==> config.mk <==
export PLATFORM = sky130hd
export DESIGN_NAME = text_row_sequencer
export DESIGN_NICKNAME = d
export VERILOG_FILES = /design/src/rtl/text_row_sequencer_pkg.sv /design/src/rtl/text_row_sequencer_shifter.sv /design/src/rtl/text_row_sequencer.sv
export SDC_FILE = /design/constraint.sdc
export NUM_CORES = 1
export LEC_CHECK = 0
export ABC_AREA = 1
export CORE_UTILIZATION = 33
export DETAILED_ROUTE_END_ITERATION = 12
export SETUP_SLACK_MARGIN = 0.3
export SLEW_MARGIN = 20
export SYNTH_ARGS = -nofsm -noshare
export SYNTH_HDL_FRONTEND = slang
export SYNTH_HIERARCHICAL = 1
export SYNTH_SLANG_ARGS = --single-unit
==> constraint.sdc <==
create_clock -name clk -period 5.9 [get_ports clk]
set_input_delay 1.475 -clock clk [delete_from_list [all_inputs] [get_ports clk]]
set_output_delay 1.475 -clock clk [all_outputs]
set_load 0.05 [all_outputs]
==> src/rtl/text_row_sequencer_pkg.sv <==
`default_nettype none
// ============================================================================
// Module   : text_row_sequencer_pkg
// Purpose  : Shared constants for the text row sequencer: text-word attribute
//            bit positions, generator field widths and the sequencer state
//            encoding.
// Revision : 1.0 - initial release
// ============================================================================
package text_row_sequencer_pkg;

  // Generator field widths
  localparam int CHAR_W_DEF     = 8;   // character index width
  localparam int YCHAR_W        = 4;   // scanline-within-cell width
  localparam int PIX_PER_CELL   = 8;

  // Text memory word layout (bits [CHAR_W-1:0] hold the character index)
  localparam int ATTR_XSIZE     = 8;
  localparam int ATTR_YSIZE     = 9;
  localparam int ATTR_YPART     = 10;
  localparam int ATTR_UNDERLINE = 11;
  localparam int ATTR_INVERT    = 12;

  // Sequencer states
  typedef enum logic [2:0] {
    ST_IDLE  = 3'd0,
    ST_FETCH = 3'd1,
    ST_WAIT  = 3'd2,
    ST_GEN   = 3'd3,
    ST_CAPT  = 3'd4,
    ST_FULL  = 3'd5
  } seq_state_t;

endpackage
`default_nettype wire

==> src/rtl/text_row_sequencer_shifter.sv <==
`default_nettype none
// ============================================================================
// Module   : text_pixel_shifter
// Purpose  : 8-bit serialiser for character rows. Loads a row from the
//            prefetch register, shifts it out MSB first on pixel_en and flags
//            underrun when a pixel is requested while empty mid-line.
// Ports    : clk, reset_n     - clock, async active-low reset
//            clear            - discard contents and clear underrun (new line)
//            pixel_en         - one strobe per output pixel
//            load, load_data  - load a new 8-pixel row
//            cells_pending    - cells of the current line still to be loaded
//            pixel, busy      - serial pixel and "row bits present"
//            ready            - a load may happen this clock
//            last_shift       - this clock shifts out the final bit, no reload
//            underrun         - sticky underrun flag
// Revision : 1.0 - initial release
// ============================================================================
module text_pixel_shifter
  import text_row_sequencer_pkg::*;
(
  input  logic       clk,
  input  logic       reset_n,
  input  logic       clear,
  input  logic       pixel_en,
  input  logic       load,
  input  logic [7:0] load_data,
  input  logic       cells_pending,
  output logic       pixel,
  output logic       busy,
  output logic       ready,
  output logic       last_shift,
  output logic       underrun
);

  localparam logic [3:0] C_FULL = 4'(PIX_PER_CELL);

  logic [7:0] r_shift;
  logic [3:0] r_count;
  logic       r_underrun;

  assign pixel      = r_shift[7];
  assign busy       = (r_count != 4'd0);
  // A reload is accepted when empty, or when the last bit leaves this clock.
  assign ready      = (r_count == 4'd0) || ((r_count == 4'd1) && pixel_en);
  assign last_shift = pixel_en && (r_count == 4'd1) && !load;
  assign underrun   = r_underrun;

  always_ff @(posedge clk or negedge reset_n) begin
    if (!reset_n) begin
      r_shift    <= 8'd0;
      r_count    <= 4'd0;
      r_underrun <= 1'b0;
    end else if (clear) begin
      r_shift    <= 8'd0;
      r_count    <= 4'd0;
      r_underrun <= 1'b0;
    end else begin
      if (load) begin
        r_shift <= load_data;
        r_count <= C_FULL;
      end else if (pixel_en && (r_count != 4'd0)) begin
        r_shift <= {r_shift[6:0], 1'b0};
        r_count <= r_count - 4'd1;
      end
      // Empty shifter drains to zero, so the missed pixel is presented as 0.
      if (pixel_en && (r_count == 4'd0) && cells_pending) begin
        r_underrun <= 1'b1;
      end
    end
  end

endmodule
`default_nettype wire

==> src/rtl/text_row_sequencer.sv <==
`default_nettype none
// ============================================================================
// Module   : text_row_sequencer
// Purpose  : Sequences the character generator for one text scanline: reads
//            character words, decodes size/underline/invert attributes, drives
//            the generator (including the double-width half cell), captures
//            each 8-pixel row and serialises it at pixel-enable rate.
// Ports    : line_start/row_addr/ychar_in - start a scanline
//            mem_rd/mem_addr/mem_data     - text memory (1-clock read latency)
//            cg_*                         - character generator interface
//            pixel/pixel_valid            - serial pixel stream
//            line_done/underrun           - line status
// Revision : 1.0 - initial release
// ============================================================================
module text_row_sequencer
  import text_row_sequencer_pkg::*;
#(
  parameter int COLUMNS = 40,
  parameter int ADDR_W  = 12,
  parameter int CHAR_W  = CHAR_W_DEF
) (
  input  logic               clk,
  input  logic               reset_n,
  input  logic               line_start,
  input  logic [ADDR_W-1:0]  row_addr,
  input  logic [YCHAR_W-1:0] ychar_in,
  input  logic               pixel_en,
  output logic               mem_rd,
  output logic [ADDR_W-1:0]  mem_addr,
  input  logic [15:0]        mem_data,
  output logic [CHAR_W-1:0]  cg_index,
  output logic [YCHAR_W-1:0] cg_ychar,
  output logic               cg_xsize,
  output logic               cg_ysize,
  output logic               cg_xpart,
  output logic               cg_ypart,
  output logic               cg_underline,
  output logic               cg_invert,
  input  logic [7:0]         cg_pixels,
  output logic               pixel,
  output logic               pixel_valid,
  output logic               line_done,
  output logic               underrun
);

  localparam int              CNT_W     = $clog2(COLUMNS + 1);
  localparam int              ATTR_W    = ATTR_INVERT + 1;
  localparam logic [CNT_W-1:0] C_COLUMNS = CNT_W'(COLUMNS);
  localparam logic [CNT_W-1:0] C_ONE     = CNT_W'(1);

  seq_state_t          r_state;
  seq_state_t          w_state_nxt;
  logic [ADDR_W-1:0]   r_col_addr;
  logic [CNT_W-1:0]    r_cells_left;
  logic [YCHAR_W-1:0]  r_ychar;
  logic [ATTR_W-1:0]   r_attr;
  logic                r_xpart;
  logic [7:0]          r_prefetch;
  logic                r_line_done;

  logic w_load;
  logic w_shift_ready;
  logic w_last_shift;
  logic w_busy;
  logic w_second_half;
  logic w_last_cell;
  logic w_unused_mem_bits;

  assign w_unused_mem_bits = &{1'b0, mem_data[15:ATTR_W]};

  // A double-width cell whose left half is being loaded still owes its right half.
  assign w_second_half = r_attr[ATTR_XSIZE] & ~r_xpart;
  assign w_last_cell   = (r_cells_left == C_ONE);
  assign w_load        = (r_state == ST_FULL) && w_shift_ready && !line_start;

  // ---------------------------------------------------------------- outputs
  assign mem_rd       = (r_state == ST_FETCH);
  assign mem_addr     = r_col_addr;
  // Generator controls only change on entry to GEN (attr in WAIT, xpart on load).
  assign cg_index     = r_attr[CHAR_W-1:0];
  assign cg_ychar     = r_ychar;
  assign cg_xsize     = r_attr[ATTR_XSIZE];
  assign cg_ysize     = r_attr[ATTR_YSIZE];
  assign cg_xpart     = r_xpart;
  assign cg_ypart     = r_attr[ATTR_YPART];
  assign cg_underline = r_attr[ATTR_UNDERLINE];
  assign cg_invert    = r_attr[ATTR_INVERT];
  assign pixel_valid  = w_busy;
  assign line_done    = r_line_done;

  // ---------------------------------------------------------------- FSM
  always_ff @(posedge clk or negedge reset_n) begin
    if (!reset_n) begin
      r_state <= ST_IDLE;
    end else begin
      r_state <= w_state_nxt;
    end
  end

  always_comb begin
    w_state_nxt = r_state;
    if (line_start) begin
      w_state_nxt = ST_FETCH;
    end else begin
      case (r_state)
        ST_IDLE:  w_state_nxt = ST_IDLE;
        ST_FETCH: w_state_nxt = ST_WAIT;
        ST_WAIT:  w_state_nxt = ST_GEN;
        ST_GEN:   w_state_nxt = ST_CAPT;
        ST_CAPT:  w_state_nxt = ST_FULL;
        ST_FULL: begin
          if (w_load) begin
            if (w_last_cell) begin
              w_state_nxt = ST_IDLE;     // shifter drains the final cell
            end else if (w_second_half) begin
              w_state_nxt = ST_GEN;      // right half reuses the fetched word
            end else begin
              w_state_nxt = ST_FETCH;
            end
          end
        end
        default:  w_state_nxt = ST_IDLE;
      endcase
    end
  end

  // ---------------------------------------------------------------- datapath
  always_ff @(posedge clk or negedge reset_n) begin
    if (!reset_n) begin
      r_col_addr   <= '0;
      r_cells_left <= '0;
      r_ychar      <= '0;
      r_attr       <= '0;
      r_xpart      <= 1'b0;
      r_prefetch   <= 8'd0;
      r_line_done  <= 1'b0;
    end else if (line_start) begin
      // Abort/start: any read in flight is superseded by the new FETCH.
      r_col_addr   <= row_addr;
      r_ychar      <= ychar_in;
      r_cells_left <= C_COLUMNS;
      r_prefetch   <= 8'd0;
      r_line_done  <= 1'b0;
    end else begin
      r_line_done <= w_last_shift && (r_cells_left == '0);
      case (r_state)
        ST_WAIT: begin
          r_attr  <= mem_data[ATTR_W-1:0];
          r_xpart <= 1'b0;
        end
        ST_CAPT: begin
          r_prefetch <= cg_pixels;
        end
        ST_FULL: begin
          if (w_load) begin
            r_cells_left <= r_cells_left - C_ONE;
            if (!w_last_cell) begin
              if (w_second_half) begin
                r_xpart    <= 1'b1;
                r_col_addr <= r_col_addr + ADDR_W'(2);
              end else if (!r_attr[ATTR_XSIZE]) begin
                r_col_addr <= r_col_addr + ADDR_W'(1);
              end
            end
          end
        end
        default: ;
      endcase
    end
  end

  text_pixel_shifter u_shifter (
    .clk           (clk),
    .reset_n       (reset_n),
    .clear         (line_start),
    .pixel_en      (pixel_en),
    .load          (w_load),
    .load_data     (r_prefetch),
    .cells_pending (r_cells_left != '0),
    .pixel         (pixel),
    .busy          (w_busy),
    .ready         (w_shift_ready),
    .last_shift    (w_last_shift),
    .underrun      (underrun)
  );

endmodule
`default_nettype wire
-- After elaboration in Yosys (flattened, before gate mapping)
Index checks and enable logic that the tools add are counted.
- register bits: 61
- output and inout bits: 35
- input port bits: 44
- word-level logic and storage cells: 85
- reduce and logical (&&, ||, !) cells: 25
- mux-type cells: 29
- bitwise logic cells: 3
- equality and inequality tests: 13
- add/sub/neg operators: 4
- operator list (kind ; count):
    $mux W12 ; 6
    $mux W8 ; 5
    $mux W6 ; 3
    $pmux W3 S5 ; 1
    $add A12 B1 Y12 const B ; 1
    $add A12 B2 Y12 const B ; 1
    $mux W4 ; 3
    $reduce_bool A2 Y1 ; 5
    $logic_and A1 B1 Y1 ; 8
    $eq A3 B2 Y1 const B ; 2
    $eq A3 B3 Y1 const B ; 2
    $eq A6 B1 Y1 const B ; 1
    $logic_not A6 Y1 ; 1
    $mux W1 ; 6
    $mux W3 ; 2
    $ne A2 B2 Y1 const B ; 3
    $ne A3 B2 Y1 const B ; 2
    $reduce_bool A6 Y1 ; 1
    $sub A6 B1 Y6 const B ; 1
    $reduce_and A5 Y1 ; 1
    $eq A4 B1 Y1 const B ; 1
    $logic_not A4 Y1 ; 1
    $mux W2 ; 2
    $reduce_and A2 Y1 ; 2
    11 further kinds ; 13

-- Longest topological paths before layout
Gate-level depths: netlist of the first run.
- depth in word-level cells: 9
- gate-level depth with buffers: 13

-- Hierarchy
Netlist of the first run, hierarchy kept.
- modules (own cells, without submodules) (module ; sequential area each (um2) ; cells each ; times used ; area an instance (um2)):
    text_row_sequencer ; 1201.2 ; 332 ; 1 ; 2501.1
    text_pixel_shifter ; 325.3 ; 76 ; 1 ; 685.7

-- Least setup slack after synthesis of the first run
Ideal clock, no wire load.
- path type: register -> output
- start point: register r_state[0]
- end point: output port mem_rd
- buffers on the path: 0
- arrival time: 1.558 ns
- slack: 2.867 ns
- cell stages (with the launch flop): 3
- path through: dfrtp_1 > inv_1 > nor3_1
- longest elaborated chain between the ends: 1
- ends and longest elaborated chain (element ; RTL line ; text):
    from (decl) ; text_row_sequencer.sv:51 ; seq_state_t r_state;
    from (signal assigned) ; text_row_sequencer.sv:96 ; r_state <= w_state_nxt;
    $eq A3 B1 Y1 ; text_row_sequencer.sv:77 ; assign mem_rd = (r_state == ST_FETCH);
    to (decl) ; text_row_sequencer.sv:28 ; output logic mem_rd,
Every way passes these cells.

-- Final worst setup path of the first run
- start point: input port line_start
- end point: register u_shifter.r_shift[1]
- longest elaborated chain between the ends: 4
- elaborated cells between the ends (all ways): 5
- classes of those cells: 2 x mux; 3 x reduce/logical
- ends and longest elaborated chain (element ; RTL line ; text):
    from (decl) ; text_row_sequencer.sv:24 ; input logic line_start,
    $logic_not A1 Y1 * ; text_row_sequencer.sv:74 ; assign w_load = (r_state == ST_FULL) && w_shift_ready && !line_start;
    $logic_and A1 B1 Y1 * ; text_row_sequencer.sv:74 ;
    net w_load ; text_row_sequencer.sv:61 ; logic w_load;
    $mux W8 ; text_row_sequencer_shifter.sv:58 ; if (load) begin
    $mux W8 ; text_row_sequencer_shifter.sv:53 ; end else if (clear) begin
    to (signal assigned) ; text_row_sequencer_shifter.sv:59 ; r_shift <= load_data;
    to (signal assigned) ; text_row_sequencer_shifter.sv:62 ; r_shift <= {r_shift[6:0], 1'b0};
    to (decl) ; text_row_sequencer_shifter.sv:37 ; logic [7:0] r_shift;
Mark *: on every way through the listed nets, which the timed path passes. The rest lies on a longest branch.
A chain may end at the register's enable or synchronous reset.

==> summary.md, run 1 <==
| Metric | Value |
|---|---|
| DR vias | between 2,000 and 3,000 |
| Status | finished clean |
| Final #Nets | 538 |
| Drt via density | 4.63 |
| Setup TNS | 0 ps |
| Postcts setup bufs | 0 |
| Post-DP HPWL | 5230 um |
| First-pass GRT wire length | ~13,000 um |
| DIE AREA | 10,100 um^2 |
| R2R setup slack | roughly 3500 ps |
| VDD IR max | around 250 uV |
| Height of the die | roughly 100 um |
| CP max stage cell | inv_1 |
| IO Port Bufs | 75 |
| Final worst path period share | approximately two thirds |
| Effective utilization at floorplan | between 30% and 40% |
| Synth Area in Simple Gates | 31.2% |
| Crit path buf inv count | 4 |
| Clk_lat worst skew | approximately 340 ps |
| CP top delay family | buffers and inverters |
| Final wirelength | 7330 um |
| Mapped Area | 3190 um^2 |
| Adder-Cell Fraction of Synth Area | 3.14% |
| Fraction of layout cells with a size suffix above 1 | 7.13% |
| Hold WS | 475 ps |
| #FFs+latches synth | slightly above 60 |
| CTS clock-pin slew for the worst setup and hold paths | 80 ps |
| Drt drc | 0 |
| R2r startpoint | u_shifter/r_count[0]$_DFFE_PN0P_ |
| Slew Limit Fails | 0 |
| Capturing point of the worst reg2reg path | u_shifter/r_shift[1]$_DFFE_PN0P_ |
| Die Wd | between 100 and 150 um |
| Crit path largest cell delay | 550 ps |
| Hold Path Sink | r_attr[3]$_DFFE_PN0P_ |
| Crit-path cells | clkdlybuf4s50_1 > buf_4 > inv_1 > nand2_1 > inv_1 > nor2_4 > a21boi_4 > o21ai_0 |
| Yosys warns | 6 |
| Initial antenna violation count | 0 |
| Vias in the first global route | between 2,000 and 3,000 |
| GRT Overall Usage | 16.2% |
| Per-cell routed wire length | 11.8 um |
| Slew HR | between 30% and 40% |
| Multiplexer share of the synthesized area | 0% |
| Xor/xnor share of the synthesized area | 0% |
| Arr. time, crit path | 4200 ps |
| IO Count | between 70 and 80 |
| Routed Antenna Nets | 0 |
| Synth top area cells | dfrtp_1 48%, nand2_1 16%, nand3_1 7.2% |
| Leak pwr | 1.97 nW |
| HP Class | reg2reg |
| Critical Path Most Common Cell | inv_1 |
| Post-synthesis sequential area ratio | 47.9% |
| Htree depth | 3 |
| Leading area contributor after synthesis | dfrtp_1 |
| Worst Setup Start Kind | primary input |
| RSZ-0062 raised after global routing | false |
| Clk buf depth | 2 |
| Hold_sp | r_attr[3]$_DFFE_PN0P_ |
| Yosys top cell area share | 47.9% |
| Clock root cell | clkbuf_8 |
| Yosys cell types | 28 |
| Crit Path Class | in2reg |
| Post-cts sizing count | 0 |
| GPL Wtd Cong | about 0.83 |
| Core box area | 9280 um^2 |
| Synthesis-to-finish area growth | 32.6% |
| Avg Cell Area, Syn | 7.81 um^2 |
| Cell count after synthesis | between 400 and 500 |
| Clk_skew | about 12 ps |
| Hold path cells | 2 |
| Ant diodes | 0 |
| Row count | 35 |
| Clock sinks | 61 |
| Fmax | roughly 250 MHz |
| Grt ovf | 0 |
| Min Tclk post-route | about 4000 ps |
| Worst Path Max Fanout | 32 |
| Final setup violation count | 0 |
| R2R cell count | 11 |
| # fillers | roughly 980 |
| Max Cap Violations | 0 |
| Synth Area in Compound Gates | 10.3% |
| Largest net degree at the start of global routing | between 60 and 70 |
| CTS tree | done |
| Iteration-0 DRC Markers | 108 |
| Router iterations before antenna repair | 4 |
| CP endpoint kind | register |
| Worst-Margin Slew | between 900 and 1000 ps |
| Hold Vio Cnt, Final | 0 |
| Largest family of logic cells by synthesized area | simple AND/OR/NAND/NOR gates |
| PwrDens | ~400 nW/um^2 |
| WP data required | approximately 6100 ps |
| Syn_nets | 460 |
| CTS hold repair buffers | 0 |
| TritonCTS Buffers | 9 |
[sequential cells by signal, indices dropped and copies added, names as in the netlist]
signal	flops
r_prefetch	8
line_done	1
u_shifter/r_count	4
r_attr	13
r_state	3
u_shifter/r_shift	8
cg_xpart	1
mem_addr	12
r_cells_left	6
u_shifter/underrun	1
cg_ychar	4
[layout make-up]
type,count,area [um^2],area share (%)
Sequential cell,61,1530,36.1
Clock buffer,9,124,2.93
Clock inverter,7,51.3,1.21
Tap cell,129,161,3.82
Timing Repair Buffer,77,761,18.0
Multi-Input combinational cell,289,1420,33.6
Inverter,48,180,4.26
[cells in the final DEF, fill, tap and decap left out, types with 3 or more instances in the layout]
master / Yosys / layout
nand2_1: 135 / 135
clkdlybuf4s50_1: 0 / 74
dfrtp_1: 61 / 61
nand3_1: 46 / 46
inv_1: 44 / 44
o21ai_0: 28 / 28
nor2_1: 19 / 19
a21oi_1: 11 / 11
clkbuf_8: 0 / 9
ha_1: 8 / 8
nand4_1: 7 / 7
a22oi_1: 7 / 7
nor2_2: 4 / 4
nor2_4: 4 / 4
clkinv_1: 4 / 4
nand3b_1: 3 / 3
o22ai_1: 3 / 3
[cells by family (layout without fill, tap and decap cells)]
group	count (synthesis)	count (layout)
AOI/OAI and AO/OA	56	56
adders and majority gates	8	8
buffers and inverters	58	141
DFF	61	61
and+or+nand+nor	225	225
[worst reg2reg max path: stages (launching register included)]
cell and delay [ps]:
dfrtp_1 400, inv_1 100, ha_1 230, nand2_2 140, nand2_1 90, inv_1 110, nor2_4 60, nand2_1 90
inv_1 150, nor2_4 250, a21boi_4 480, o21ai_0 180
[metrics by stage]
stage / setup slack [ps] / utilization (%) / instances / power (mW) / area [um^2]
detailed placement: 1510 / 43.6 / 604 / 1.38 / 4050
global placement: 1580 / 43.6 / 604 / 1.37 / 4050
finish: 1900 / 45.5 / 620 / 1.70 / 4230
floorplan: 2870 / - / 408 / 1.12 / 3190
global route: 1620 / 45.5 / 620 / 1.81 / 4230
CTS: 1870 / 45.5 / 620 / 1.72 / 4230
[layer usage]
metal	up-vias	wire (um)	track usage (%)
met5	-	0	0
met4	0	123	7.02
met3	11	374	3.69
met2	72	3220	26.4
met1	1311	3610	20.6
li1	1475	-	-
[power by group]
group	switching, mW	internal [mW]
Combinational	0.520	0.258
Clock	0.177	0.153
Sequential	0.0775	0.509
[Yosys cell counts]
cell type and number:
nor3_1 2, nor2_4 4, clkinv_1 4, dfrtp_1 61, buf_1 1, o21ai_1 2
nand3b_1 3, o21ai_0 28, o21bai_1 1, nand2_2 2, a21boi_4 1, a21oi_1 11
nand2_1 135, buf_6 2, nor2_1 19, o22ai_1 3, nor2_2 4, o21ai_2 2
nand3_2 2, nand3_1 46, o21a_1 1, or2_2 1, nand4_1 7, ha_1 8
clkbuf_1 2, inv_1 44, buf_2 5, a22oi_1 7
[how the worst max path moves through the flow]
| stage | to | slack (ps) | from | cells after the start |
|---|---|---|---|---|
| final | u_shifter/r_shift[1]$_DFFE_PN0P_ | 1900 | line_start | 8 |
| after global routing | u_shifter/r_shift[6]$_DFFE_PN0P_ | 1620 | line_start | 8 |
| after CTS | u_shifter/r_shift[1]$_DFFE_PN0P_ | 1870 | line_start | 8 |
| after detailed placement | u_shifter/r_shift[6]$_DFFE_PN0P_ | 1510 | line_start | 8 |
| after global placement | u_shifter/r_shift[1]$_DFFE_PN0P_ | 1580 | line_start | 8 |
| after floorplan | mem_rd | 2870 | r_state[0]$_DFFE_PN0P_ | 2 |
Power figures use the tool's default switching activity.
==> run 2: changes to the inputs <==
==> constraint.sdc (replaced) <==
create_clock -name clk -period 3.8 [get_ports clk]
set_input_delay 0.95 -clock clk [delete_from_list [all_inputs] [get_ports clk]]
set_output_delay 0.95 -clock clk [all_outputs]
set_load 0.05 [all_outputs]
==> run 2 against run 1 <==
Sequential cell count unchanged. Clock skew is 2.5 ps lower. Die area stayed put. Critical path depth shrank 4. Global-route usage is 0.20 points lower. First-iteration DRC count rose by 51%. Clock-buffer cell count is 2 higher. Power rose by 67%.
==> summary.md, run 2 (synthesis gave the netlist of run 1 again) <==
| Metric | Value |
|---|---|
| Clk_skew | about 9.4 ps |
| Final #Nets | 540 |
| Fmax | 332 MHz |
| Clk buf depth | 2 |
| Router iterations before antenna repair | 4 |
| Row count | 35 |
| Initial antenna violation count | 0 |
| Final wirelength | 7330 um |
| Drt via density | 4.64 |
| TritonCTS Buffers | 9 |
| Drt drc | 0 |
| Htree depth | 3 |
| Post-DP HPWL | 5270 um |
| Most flops, register | r_attr |
| R2r startpoint | u_shifter/r_count[0]$_DFFE_PN0P_ |
| Postcts setup bufs | 0 |
| Final instance area | roughly 4300 um^2 |
| Worst Path Max Fanout | 5 |
| Clk_lat worst skew | 330 ps |
| Effective utilization at floorplan | about a third |
| Multi-input logic area | 1420 um^2 |
| Synthesis-to-finish area growth | 35.3% |
| Setup TNS | 0 ps |
| Placed Area | between 4000 and 5000 um^2 |
| Commonest cells after routing, fill and taps aside | 135 x nand2_1, 74 x clkdlybuf4s50_1, 61 x dfrtp_1, 46 x nand3_1, 44 x inv_1 |
| Clock root cell | clkbuf_8 |
| Crit Path Class | reg2out |
| Final worst path period share | a little under 80% |
| Clock power frac | 25.0% |
| DIE AREA | 10,100 um^2 |
| Final worst slack | about 800 ps |
| Worst-Margin Slew | 790 ps |
| HP Class | in2async |
| GRT Overall Usage | 16.0% |
| VDD IR max | 411 uV |
| Arr. time, crit path | 2060 ps |
| RSZ-0062 raised after global routing | false |
| Slew Limit Fails | 0 |
| Max Cap Violations | 0 |
| First-pass GRT wire length | 12,700 um |
| Switching part of the total | 41.4% |
| Status | finished clean |
| Iteration-0 DRC Markers | 163 |
| IO Count | between 70 and 80 |
| Vias in the first global route | 2,774 |
| Leading cell type in the layout, fill and taps excluded | nand2_1 |
| Leak pwr | 2.02 nW |
| Pre-CTS WS | roughly 600 ps |
| Tot Pwr | around 2.8 mW |
| Post-cts sizing count | 0 |
| Seq pwr share | 32.1% |
| PwrDens | 657 nW/um^2 |
| Fraction of layout cells with a size suffix above 1 | 7.32% |
| Core Util, Final | 46.4% |
| Register area | 1530 um^2 |
| Routed Antenna Nets | 0 |
| CP endpoint kind | primary output |
| Worst Setup Start Kind | register |
| Clock sinks | 61 |
| Height of the die | around 100 um |
| Ant diodes | 0 |
| CTS tree | done |
| CTS clock-pin slew for the worst setup and hold paths | 70 ps |
| Hold Vio Cnt, Final | 0 |
| Largest net degree at the start of global routing | 37 |
| Net Switching | roughly 1.2 mW |
| Final setup violation count | 0 |
| P_int | 1.66 mW |
| # fillers | 978 |
| Min Tclk post-route | ~3000 ps |
| Per-cell routed wire length | around 12 um |
| Setup crit start | u_shifter/r_count[0]$_DFFE_PN0P_ |
| Max reg flops | 13 |
| Combinational power share | 42.9% |
| IO Port Bufs | 75 |
| GPL Wtd Cong | 0.829 |
| Slew HR | 46.8% |
| CTS hold repair buffers | 0 |
| Die Wd | 100 um |
| Grt ovf | 0 |
| Core box area | around 9300 um^2 |
| WP data required | 2850 ps |
| DR vias | 2,882 |
[run 2: cell types whose count changed in the layout (fill, tap and decap cells not counted)]
| cell | before | now |
|---|---|---|
| bufinv_16 | 0 | 3 |
| buf_4 | 2 | 4 |
| clkbuf_8 | 9 | 11 |
| clkinv_4 | 2 | 0 |
| clkinvlp_4 | 2 | 0 |
| clkinv_2 | 2 | 1 |
| inv_6 | 1 | 0 |
[run 2: power groups by stage]
stage | Sequential, mW | Clock, mW | Combinational (mW)
global route | 0.930 | 0.760 | 1.32
global placement | 0.919 | 0 | 1.21
detailed placement | 0.916 | 0 | 1.22
floorplan | 1.25 | 0 | 0.491
finish | 0.909 | 0.709 | 1.22
CTS | 0.909 | 0.725 | 1.23
[run 2: worst paths after layout]
path / endpoint / slack, ps / cells after the start
max in group asynchronous: mem_addr[10]$_DFFE_PN0P_ / 2700 / 2
min in group clk: r_attr[5]$_DFFE_PN0P_ / 470 / 2
max reg2reg: u_shifter/r_shift[3]$_DFFE_PN0P_ / 1400 / 11
min: r_attr[0]$_DFFE_PN0P_ / 430 / 1
min reg2reg: r_attr[5]$_DFFE_PN0P_ / 470 / 2
max: pixel_valid / 790 / 4
[run 2: per-layer routing]
metal | track usage [%] | vias to the layer above | part of all wire [%]
li1 | - | 1477 | -
met1 | 20.8 | 1328 | 48
met2 | 25.4 | 68 | 44
met3 | 4.25 | 9 | 5.7
met4 | 6.24 | 0 | 1.5
met5 | 0 | - | 0
[run 2: cell type report]
cell class | instances | area share (%)
sequential | 61 | 35.4
multi-input combinational | 289 | 33.0
timing repair buffer | 79 | 18.0
inverter | 48 | 4.18
tap | 129 | 3.74
clock buffer | 11 | 3.51
clock inverter | 4 | 2.21
[run 2: worst max-delay path, stage by stage, from the launching register on]
cell and delay, ps:
dfrtp_1 420, inv_1 110, ha_1 230, nand2_2 140
clkdlybuf4s50_1 830
[run 2: through the flow]
stage | instances | hold slack (ps)
floorplan | 408 | 443
global placement | 606 | 455
detailed placement | 606 | 459
CTS | 621 | 419
global route | 621 | 416
finish | 621 | 427
==> run 3: changes to the inputs <==
==> constraint.sdc (replaced) <==
create_clock -name clk -period 2.9 [get_ports clk]
set_input_delay 0.725 -clock clk [delete_from_list [all_inputs] [get_ports clk]]
set_output_delay 0.725 -clock clk [all_outputs]
set_load 0.05 [all_outputs]
==> run 3 against run 2 <==
Sequential power is 31% higher. Largest cell class unchanged. Sequential cell count unchanged. Cell area shrank 0.70%. Final cell count is 0.32% higher. Largest power group unchanged. Register-to-register slack worse by 880 ps. First-iteration DRC count is 20% higher. Wire length rose by 2.3%. Critical path depth unchanged. Combinational power rose by 30%. Highest routed layer unchanged. Global-route usage barely moved.
==> summary.md, run 3 (synthesis gave the netlist of run 1 again) <==
| Metric | Value |
|---|---|
| Pre-CTS WS | 112 ps |
| Htree depth | 3 |
| Status | finished clean |
| CTS clock-pin slew for the worst setup and hold paths | 70 ps |
| Largest net degree at the start of global routing | 32 |
| Final worst slack | about 400 ps |
| RSZ-0062 raised after global routing | false |
| IO Count | 79 |
| Worst-Margin Slew | between 700 and 800 ps |
| Tot Pwr | between 3 and 4 mW |
| DIE AREA | 10,100 um^2 |
| Initial antenna violation count | 0 |
| Most flops, register | r_attr |
| Final worst path period share | 85.9% |
| Clock root cell | clkbuf_8 |
| PwrDens | 825 nW/um^2 |
| Vias in the first global route | ~2,800 |
| Fmax | 401 MHz |
| CP top delay family | buffers and inverters |
| Arr. time, crit path | roughly 1800 ps |
| TritonCTS Buffers | 9 |
| Fraction of layout cells with a size suffix above 1 | between 7 and 8% |
| Iteration-0 DRC Markers | slightly below 200 |
| Crit path largest cell delay | 540 ps |
| HP Class | in2async |
| Postcts setup bufs | 0 |
| Drt via density | between 4 and 5 |
| Final #Nets | 541 |
| # fillers | 952 |
| First-pass GRT wire length | 12,700 um |
| Max Cap Violations | 0 |
| Worst Path Max Fanout | 5 |
| Die Wd | about 100 um |
| Crit path buf inv count | 2 |
| Setup TNS | 0 ps |
| CP max stage cell | dlygate4sd2_1 |
| DR vias | between 2,000 and 3,000 |
| Final instance area | around 4300 um^2 |
| Leak pwr | 2.00 nW |
| Crit-path cells | inv_1 > ha_1 > nand2_2 > dlygate4sd2_1 |
| GPL Wtd Cong | approximately 0.84 |
| Synthesis-to-finish area growth | 34.4% |
| Non-Filler Instances | approximately 620 |
| Drt drc | 0 |
| VDD IR max | approximately 500 uV |
| Row count | 35 |
| Clk_lat worst skew | 340 ps |
| Clock sinks | 61 |
| Clk_skew | 9.56 ps |
| Height of the die | ~100 um |
| Placed Area | between 4000 and 5000 um^2 |
| R2R setup slack | ~520 ps |
| Ant diodes | 0 |
| Core Util, Final | between 40% and 50% |
| WP data required | roughly 2200 ps |
| GRT Overall Usage | approximately 16% |
| Routed Antenna Nets | 0 |
| Crit Path Class | reg2out |
| Core box area | around 9300 um^2 |
| Multi-input logic area | 1420 um^2 |
| Commonest cells after routing, fill and taps aside | 135 x nand2_1, 72 x clkdlybuf4s50_1, 61 x dfrtp_1, 46 x nand3_1, 44 x inv_1 |
| Hold Vio Cnt, Final | 0 |
| Router iterations before antenna repair | 4 |
| Leading cell type in the layout, fill and taps excluded | nand2_1 |
| Effective utilization at floorplan | 34.3% |
| Grt ovf | 0 |
| Slew Limit Fails | 0 |
| Placed cell count | 607 |
| Clk buf depth | 2 |
| Register area | 1530 um^2 |
| Per-cell routed wire length | between 10 and 15 um |
| CTS hold repair buffers | 0 |
| Hold WS | between 400 and 500 ps |
| Final setup violation count | 0 |
| CP endpoint kind | primary output |
| Worst Setup Start Kind | register |
| Max reg flops | 13 |
| Final wirelength | 7490 um |
| CTS tree | done |
| Slew HR | 50.8% |
| Post-DP HPWL | 5340 um |
| IO Port Bufs | 75 |
| Min Tclk post-route | 2490 ps |
## run 3: changes by cell type in the layout (fill, tap and decap cells not counted), moves of 2 or more
cell,before,now
clkinvlp_4,0,3
clkbuf_8,11,9
dlygate4sd2_1,0,2
bufinv_16,3,1
clkdlybuf4s50_1,74,72
## run 3: path summary, 6_finish.rpt
| check | from | endpoint | cells after the start |
|---|---|---|---|
| min | reset_n | r_attr[0]$_DFFE_PN0P_ | 1 |
| min in group clk | r_attr[0]$_DFFE_PN0P_ | r_attr[0]$_DFFE_PN0P_ | 2 |
| min reg2reg | r_attr[0]$_DFFE_PN0P_ | r_attr[0]$_DFFE_PN0P_ | 2 |
| max | u_shifter/r_count[0]$_DFFE_PN0P_ | pixel_valid | 4 |
| max reg2reg | u_shifter/r_count[0]$_DFFE_PN0P_ | u_shifter/r_shift[2]$_DFFE_PN0P_ | 11 |
| max in group asynchronous | reset_n | r_cells_left[2]$_DFFE_PN0P_ | 2 |
## run 3: layer usage
metal  wire length, um  GRT usage, %
met1              3680          21.2
met2              3340          24.4
met3               397          4.60
met4                75          6.69
met5                 0             0
## run 3: area by class of cell
cell class              instances  share of cell area (%)
clock inverters                 7                    1.75
well taps                     129                    3.77
flip-flops and latches         61                    35.7
multi-input cells             289                    33.2
inverters                      48                    4.21
clock buffers                   9                    2.89
repair buffers                 80                    18.5
## run 3: timing repair
item | 4_1_cts | 5_1_grt
hold endpoints to repair | 0 | 0
gates resized for setup | 2 | 0
setup endpoints to repair | 2 | 0
## run 3: power by group
group          total, mW  switching [mW]  leakage (nW)  internal (mW)
Combinational       1.58            1.07          1.12          0.516
Clock              0.761           0.362        0.0918          0.399
Sequential          1.19           0.156         0.782           1.04
